==> src/rtl/axi4_lite_pkg.sv <==
// axi4_lite_pkg: AXI4-Lite response codes and elaboration helpers shared by the pcores.
package axi4_lite_pkg;
    localparam logic [1:0] AXI_RESP_OK     = 2'b00;
    localparam logic [1:0] AXI_RESP_SLVERR = 2'b10;

    function automatic int clog2(input int n);
        int r = 0;
        for (int v = n - 1; v > 0; v = v >> 1) r++;
        return r;
    endfunction
endpackage

==> src/rtl/axi4_lite_wstrb_merge.sv <==
// axi4_lite_wstrb_merge: byte-wise select between the held value and new write data.
module axi4_lite_wstrb_merge #(
    parameter int DATA_WIDTH = 32
) (
    input  logic [DATA_WIDTH-1:0]   old_data,
    input  logic [DATA_WIDTH-1:0]   new_data,
    input  logic [DATA_WIDTH/8-1:0] strb,
    output logic [DATA_WIDTH-1:0]   merged
);
    for (genvar b = 0; b < DATA_WIDTH / 8; b++) begin : g_byte
        assign merged[b*8 +: 8] = strb[b] ? new_data[b*8 +: 8] : old_data[b*8 +: 8];
    end
endmodule

==> src/rtl/axi4_lite_regfile.sv <==
// axi4_lite_regfile: AXI4-Lite slave with NUM_RW control and NUM_RO status registers,
// byte strobes, independent AW/W acceptance and per-register access strobes.
module axi4_lite_regfile
    import axi4_lite_pkg::*;
#(
    parameter int          DATA_WIDTH    = 32,
    parameter int          ADDR_WIDTH    = 32,
    parameter int          NUM_RW        = 8,
    parameter int          NUM_RO        = 8,
    parameter logic [31:0] RW_RESET_BASE = 32'h00007700
) (
    input  logic                         ACLK,
    input  logic                         ARESETN,
    input  logic [ADDR_WIDTH-1:0]        AWADDR,
    input  logic                         AWVALID,
    output logic                         AWREADY,
    input  logic [DATA_WIDTH-1:0]        WDATA,
    input  logic [DATA_WIDTH/8-1:0]      WSTRB,
    input  logic                         WVALID,
    output logic                         WREADY,
    output logic [1:0]                   BRESP,
    output logic                         BVALID,
    input  logic                         BREADY,
    input  logic [ADDR_WIDTH-1:0]        ARADDR,
    input  logic                         ARVALID,
    output logic                         ARREADY,
    output logic [DATA_WIDTH-1:0]        RDATA,
    output logic [1:0]                   RRESP,
    output logic                         RVALID,
    input  logic                         RREADY,
    input  logic [NUM_RO*DATA_WIDTH-1:0] ro_data,
    output logic [NUM_RW*DATA_WIDTH-1:0] rw_data,
    output logic [NUM_RW-1:0]            rw_wr_pulse,
    output logic [NUM_RO-1:0]            ro_rd_pulse
);
    localparam int NUM_REGS = NUM_RW + NUM_RO;
    localparam int IDX_W    = clog2(NUM_REGS);
    localparam int IW       = IDX_W > 0 ? IDX_W : 1;

    function automatic logic [IW-1:0] addr_idx(input logic [ADDR_WIDTH-1:0] a);
        return IDX_W > 0 ? a[IW+1:2] : '0;
    endfunction

    logic                         aw_full, w_full;
    logic [IW-1:0]                aw_idx, ar_idx;
    logic [DATA_WIDTH-1:0]        w_data, rd_data;
    logic [DATA_WIDTH/8-1:0]      w_strb;
    logic [NUM_RW*DATA_WIDTH-1:0] merged;
    logic [1:0]                   rd_resp;
    logic aw_hs, w_hs, ar_hs, commit, aw_is_rw;
    logic aw_full_n, w_full_n, bvalid_n, rvalid_n;
    logic unused_addr_bits;

    assign aw_hs     = AWVALID & AWREADY;
    assign w_hs      = WVALID & WREADY;
    assign ar_hs     = ARVALID & ARREADY;
    assign commit    = aw_full & w_full;
    assign aw_is_rw  = int'(aw_idx) < NUM_RW;
    assign ar_idx    = addr_idx(ARADDR);
    assign aw_full_n = ~commit & (aw_full | aw_hs);
    assign w_full_n  = ~commit & (w_full | w_hs);
    assign bvalid_n  = commit | (BVALID & ~BREADY);
    assign rvalid_n  = ar_hs | (RVALID & ~RREADY);
    assign unused_addr_bits = &{1'b0, AWADDR, ARADDR};

    for (genvar i = 0; i < NUM_RW; i++) begin : g_rw
        axi4_lite_wstrb_merge #(.DATA_WIDTH(DATA_WIDTH)) u_merge (
            .old_data(rw_data[i*DATA_WIDTH +: DATA_WIDTH]),
            .new_data(w_data),
            .strb    (w_strb),
            .merged  (merged[i*DATA_WIDTH +: DATA_WIDTH])
        );
    end

    always_comb begin
        rd_data = '0;
        rd_resp = AXI_RESP_SLVERR;
        for (int i = 0; i < NUM_RW; i++)
            if (int'(ar_idx) == i) begin
                rd_data = rw_data[i*DATA_WIDTH +: DATA_WIDTH];
                rd_resp = AXI_RESP_OK;
            end
        for (int j = 0; j < NUM_RO; j++)
            if (int'(ar_idx) == NUM_RW + j) begin
                rd_data = ro_data[j*DATA_WIDTH +: DATA_WIDTH];
                rd_resp = AXI_RESP_OK;
            end
    end

    always_ff @(posedge ACLK) begin
        if (!ARESETN) begin
            aw_full     <= 1'b0;
            w_full      <= 1'b0;
            AWREADY     <= 1'b0;
            WREADY      <= 1'b0;
            ARREADY     <= 1'b0;
            BVALID      <= 1'b0;
            RVALID      <= 1'b0;
            BRESP       <= AXI_RESP_OK;
            RRESP       <= AXI_RESP_OK;
            RDATA       <= '0;
            rw_wr_pulse <= '0;
            ro_rd_pulse <= '0;
            for (int i = 0; i < NUM_RW; i++)
                rw_data[i*DATA_WIDTH +: DATA_WIDTH] <= DATA_WIDTH'(RW_RESET_BASE + 32'(i));
        end else begin
            aw_full <= aw_full_n;
            w_full  <= w_full_n;
            AWREADY <= ~aw_full_n & ~bvalid_n;
            WREADY  <= ~w_full_n & ~bvalid_n;
            BVALID  <= bvalid_n;
            RVALID  <= rvalid_n;
            ARREADY <= ~rvalid_n;
            if (aw_hs) aw_idx <= addr_idx(AWADDR);
            if (w_hs) begin
                w_data <= WDATA;
                w_strb <= WSTRB;
            end
            if (commit) BRESP <= aw_is_rw ? AXI_RESP_OK : AXI_RESP_SLVERR;
            // RDATA captures the pre-commit value when a write lands on the same edge
            if (ar_hs) begin
                RDATA <= rd_data;
                RRESP <= rd_resp;
            end
            for (int i = 0; i < NUM_RW; i++) begin
                rw_wr_pulse[i] <= commit && int'(aw_idx) == i;
                if (commit && int'(aw_idx) == i)
                    rw_data[i*DATA_WIDTH +: DATA_WIDTH] <= merged[i*DATA_WIDTH +: DATA_WIDTH];
            end
            for (int j = 0; j < NUM_RO; j++)
                ro_rd_pulse[j] <= ar_hs && int'(ar_idx) == NUM_RW + j;
        end
    end
endmodule

==> config.mk <==
export PLATFORM = sky130hd
export DESIGN_NAME = axi4_lite_regfile
export DESIGN_NICKNAME = d
export VERILOG_FILES = /design/src/rtl/axi4_lite_pkg.sv /design/src/rtl/axi4_lite_wstrb_merge.sv /design/src/rtl/axi4_lite_regfile.sv
export SDC_FILE = /design/constraint.sdc
export NUM_CORES = 1
export LEC_CHECK = 0
export CAP_MARGIN = 20
export CORE_UTILIZATION = 25
export CTS_CLUSTER_DIAMETER = 200
export DETAILED_ROUTE_END_ITERATION = 16
export DONT_BUFFER_PORTS = 1
export GPL_ROUTABILITY_DRIVEN = 0
export PLACE_DENSITY = 0.49
export SLEW_MARGIN = 15
export SYNTH_ARGS = -nofsm -noshare
export SYNTH_HDL_FRONTEND = slang
export SYNTH_SLANG_ARGS = --single-unit
==> constraint.sdc <==
create_clock -name ACLK -period 4.44 [get_ports ACLK]
set_input_delay 0.666 -clock ACLK [delete_from_list [all_inputs] [get_ports ACLK]]
set_output_delay 0.666 -clock ACLK [all_outputs]
set_load 0.1 [all_outputs]
==> run_results.csv <==
group,metric,value,unit
drt,topRoutingLayerUsed,"met5",
drt,wl_per_cell,34.3,um
power_and_ir_drop,power.leakage,6.81,nW
cts,total_clock_sinks,353,
cts,path_clk_slew,0.07,ns
layout,utilization,28.7,%
floorplan,overall_die_area,72800,um^2
power_and_ir_drop,p_per_area,378,nW/um^2
global_route,grtUsageTotal,27.8,%
synth,post_synth.cell_area_avg,8.11,um^2
cts,cts_inserted_buffers,42,
placed_design,placement.io_buffers,0,
worst_hold_path,hold_path.startpoint,"ARESETN",
power_and_ir_drop,p_clk_share,46.5,%
global_route,grt_pass1_vias,17100,
power_and_ir_drop,ir_drop,0.000258,V
power_and_ir_drop,p_switching,2.18,mW
sta,setup_tns,0,ns
drt,detailroute.wirelength.met2,48.0,mm
layout,nets,2477,
sta,setup_repair_after_global_routing_missed_its_margin,"no",
sta,fin_crit,2.87,ns
drt,final_antenna_net_count,0,
drt,wl_met3,11.9,mm
setup_path,crit_path_end_kind,"flip-flop",
setup_path,regToRegEndpoint,"rw_data[64]$_SDFFE_PN0P_",
drt,dr.first_iter.drc_count,2359,
synth,netlist_instances,2212,
worst_hold_path,min_to,"rw_data[224]$_SDFFE_PN1P_",
layout,final_layout_size_suffix_gt1_share,11.3,%
setup_path,worstSetupStartpointType,"flip-flop",
synth,synth-warning-count,0,
setup_path,worstPathCellList,"nand4bb_1 -> nor3b_4 -> nand2_1 -> nand2_1 -> a21oi_1",
cts,post_cts_resized,0,
global_route,global_route_wire_length_before_repair,144,mm
flow_run,maxCapViolations,0,
drt,firstDrtPassIters,7,
drt,vias,18600,
outcome,status,"complete, no violations",
worst_hold_path,hold_path_depth,1,
cts,cts_post_setup_buffers_inserted,0,
synth,syn_area,17900,um^2
cts,cts_root_buf,"clkbuf_16",
drt,route.detailed.drc,0,
cts,cts-hold-fix-buffers,0,
setup_path,critical_path_required,4.88,ns
setup_path,cell_occurring_most_often_along_the_worst_timing_path,"nand2_1",
synth,ys_ff_latch,353,
cts,cts.path.max_buffers,3,
cts,worst_skew_pair.late_latency,0.60,ns
synth,synth-seq-area-share,41.6,%
placed_design,dp_hpwl,77.5,mm
floorplan,die_y,270,um
sta,clock.fmax,0.349,GHz
drt,routed_wirelength,106,mm
floorplan,design.core.area,70500,um^2
power_and_ir_drop,share_seq_of_total_power,45.5,%
synth,synth-edff-count,40,
sta,timing.final.hold_violations,0,
cts,cts_htree_levels,2,
setup_path,worst_path_max_delay_cell,"nor3b_4",
cts,cts_tree,"yes",
power_and_ir_drop,p_int,5.45,mW
floorplan,rows,97,
sta,clock_skew,0.0227,ns
setup_path,cp.arrival,3.31,ns
sta,period_share,64.6,%
floorplan,initial_core_utilization,25.4,%
synth,postSynth.asyncResetShare,0,%
global_route,grt_overflow_total,0,
drt,viasPerCell,5.98,
sta,tightest_slew,1.19,ns
drt,drt-met1-wl,41.7,mm
setup_path,worst_r2r_startpoint,"aw_idx[0]$_DFFE_PP_",
floorplan,die_width,270,um
global_route,grt_max_degree,210,
power_and_ir_drop,power.combinational.fraction,8.0,%
floorplan,top_level_ports,676,
sta,max_slew_margin,20.9,%
worst_hold_path,worstHoldPathType,"input port to flip-flop",
layout,area_growth_syn_to_layout,12.7,%
synth,synth.distinct_cells,85,
synth,yosys_most_used_dff,"dfxtp_1",
setup_path,critical_path.max_fanout,11,
global_route,antenna_found_initial,31,
power_and_ir_drop,switching_share,28.6,%
setup_path,r2r_slack,1.57,ns
setup_path,worstRegToRegCells,5,
setup_path,critPathMaxStageDelay,0.91,ns
sta,finalSetupViolations,0,
setup_path,setup.worst_path.class,"flip-flop to flip-flop",
sta,report.final.slew_viol_count,0,
==> kinds of logic (layout without fill, tap and decap cells) <==
logic type	count (synthesis)	count (layout)	share of synthesized area [%]
compound gates	627	627	21.1
mux	100	100	7.46
buf+inv	243	176	6.58
simple gates	888	888	23.3
other cells	1	19	0.0209
flops	353	353	41.6
==> synth_stat cells (12+ instances only) <==
cell	instances	area share, %
nand2_1	357	7.5
nand3_1	346	9.7
dfxtp_1	313	35
a21oi_1	292	8.1
o21ai_0	109	3.0
clkbuf_1	94	2.0
buf_2	76	2.1
nor2_1	68	1.4
mux2i_1	43	2.4
edfxtp_1	40	6.7
o22ai_1	39	1.4
mux2_2	34	2.1
buf_1	30	0.63
nor3_1	29	0.81
a22oi_1	21	0.88
buf_4	21	0.88
o211ai_1	21	0.88
a31oi_1	20	0.70
mux4_2	18	2.3
o221ai_1	14	0.68
and3_1	13	0.45
buf_6	12	0.75
nand2b_1	12	0.42
==> power groups by stage <==
stage                     Clock, mW  Combinational [mW]  Sequential [mW]
after detailed placement          0               0.599             3.54
final                          3.55               0.611             3.48
after global routing           3.74               0.639             3.48
after CTS                      3.61               0.602             3.47
after global placement            0               0.595             3.54
after floorplan                   0               0.462             3.52
==> flip-flops by register name, summed over array words and instances (netlist names), 4 cells and up <==
| signal | count |
|---|---|
| w_strb | 4 |
| aw_idx | 4 |
| ro_rd_pulse | 8 |
| rw_wr_pulse | 8 |
| w_data | 32 |
| rw_data | 256 |
| RDATA | 32 |
==> metrics by stage <==
stage	instance area, um^2	hold WS [ns]	std cells	power, mW	worst slack [ns]
after floorplan	17900	0.536	2213	3.98	1.16
after global routing	20200	0.126	3101	7.85	1.35
after global placement	18700	0.453	3004	4.14	1.46
final	20200	0.152	3103	7.63	1.57
after CTS	20100	0.116	3082	7.68	1.53
after detailed placement	18700	0.467	3006	4.14	1.46
==> cell usage in the layout (no fill, tap or decap), drive strengths merged, types with 17 or more instances in the layout <==
cell	instances
dfxtp	313
nor2	70
nand3	346
a21oi	292
o21ai	111
nor3	31
o22ai	39
nand2	357
o211ai	21
edfxtp	40
mux4	22
buf	89
diode	17
mux2i	43
mux2	35
a31oi	20
clkbuf	60
a22oi	21
==> area by class of cell <==
class	count	area [um^2]
diodes	17	42.5
multi-input cells	1617	9350
clock buffers	58	1180
inverters	9	38.8
repair buffers	91	758
fillers	7557	50300
clock inverters	18	200
flip-flops and latches	353	7470
well taps	940	1180
==> critical path, delay by kind of cell (launching register included) <==
family | cells | cell delay [ns]
simple gates | 4 | 2.18
compound gates | 1 | 0.08
flops | 1 | 0.42
==> how the worst max path moves through the flow <==
| stage | to | slack, ns | startpoint |
|---|---|---|---|
| after detailed placement | RDATA[16]$_SDFFE_PN0P_ | 1.46 | ARADDR[2] |
| after global placement | RDATA[16]$_SDFFE_PN0P_ | 1.46 | ARADDR[2] |
| after global routing | rw_data[64]$_SDFFE_PN0P_ | 1.35 | aw_full$_SDFF_PN0_ |
| after CTS | rw_data[70]$_SDFFE_PN0P_ | 1.53 | aw_idx[0]$_DFFE_PP_ |
| final | rw_data[64]$_SDFFE_PN0P_ | 1.57 | aw_idx[0]$_DFFE_PP_ |
| after floorplan | w_data[0]$_DFFE_PP_ | 1.16 | ARESETN |
==> layer usage <==
metal | vias to the layer above | track usage, %
met5 | - | 0
li1 | 7868 | -
met1 | 9159 | 33.9
met2 | 1264 | 43.8
met3 | 254 | 10.3
met4 | 16 | 11.5
Note: power is estimated with default switching activity, not from simulation.
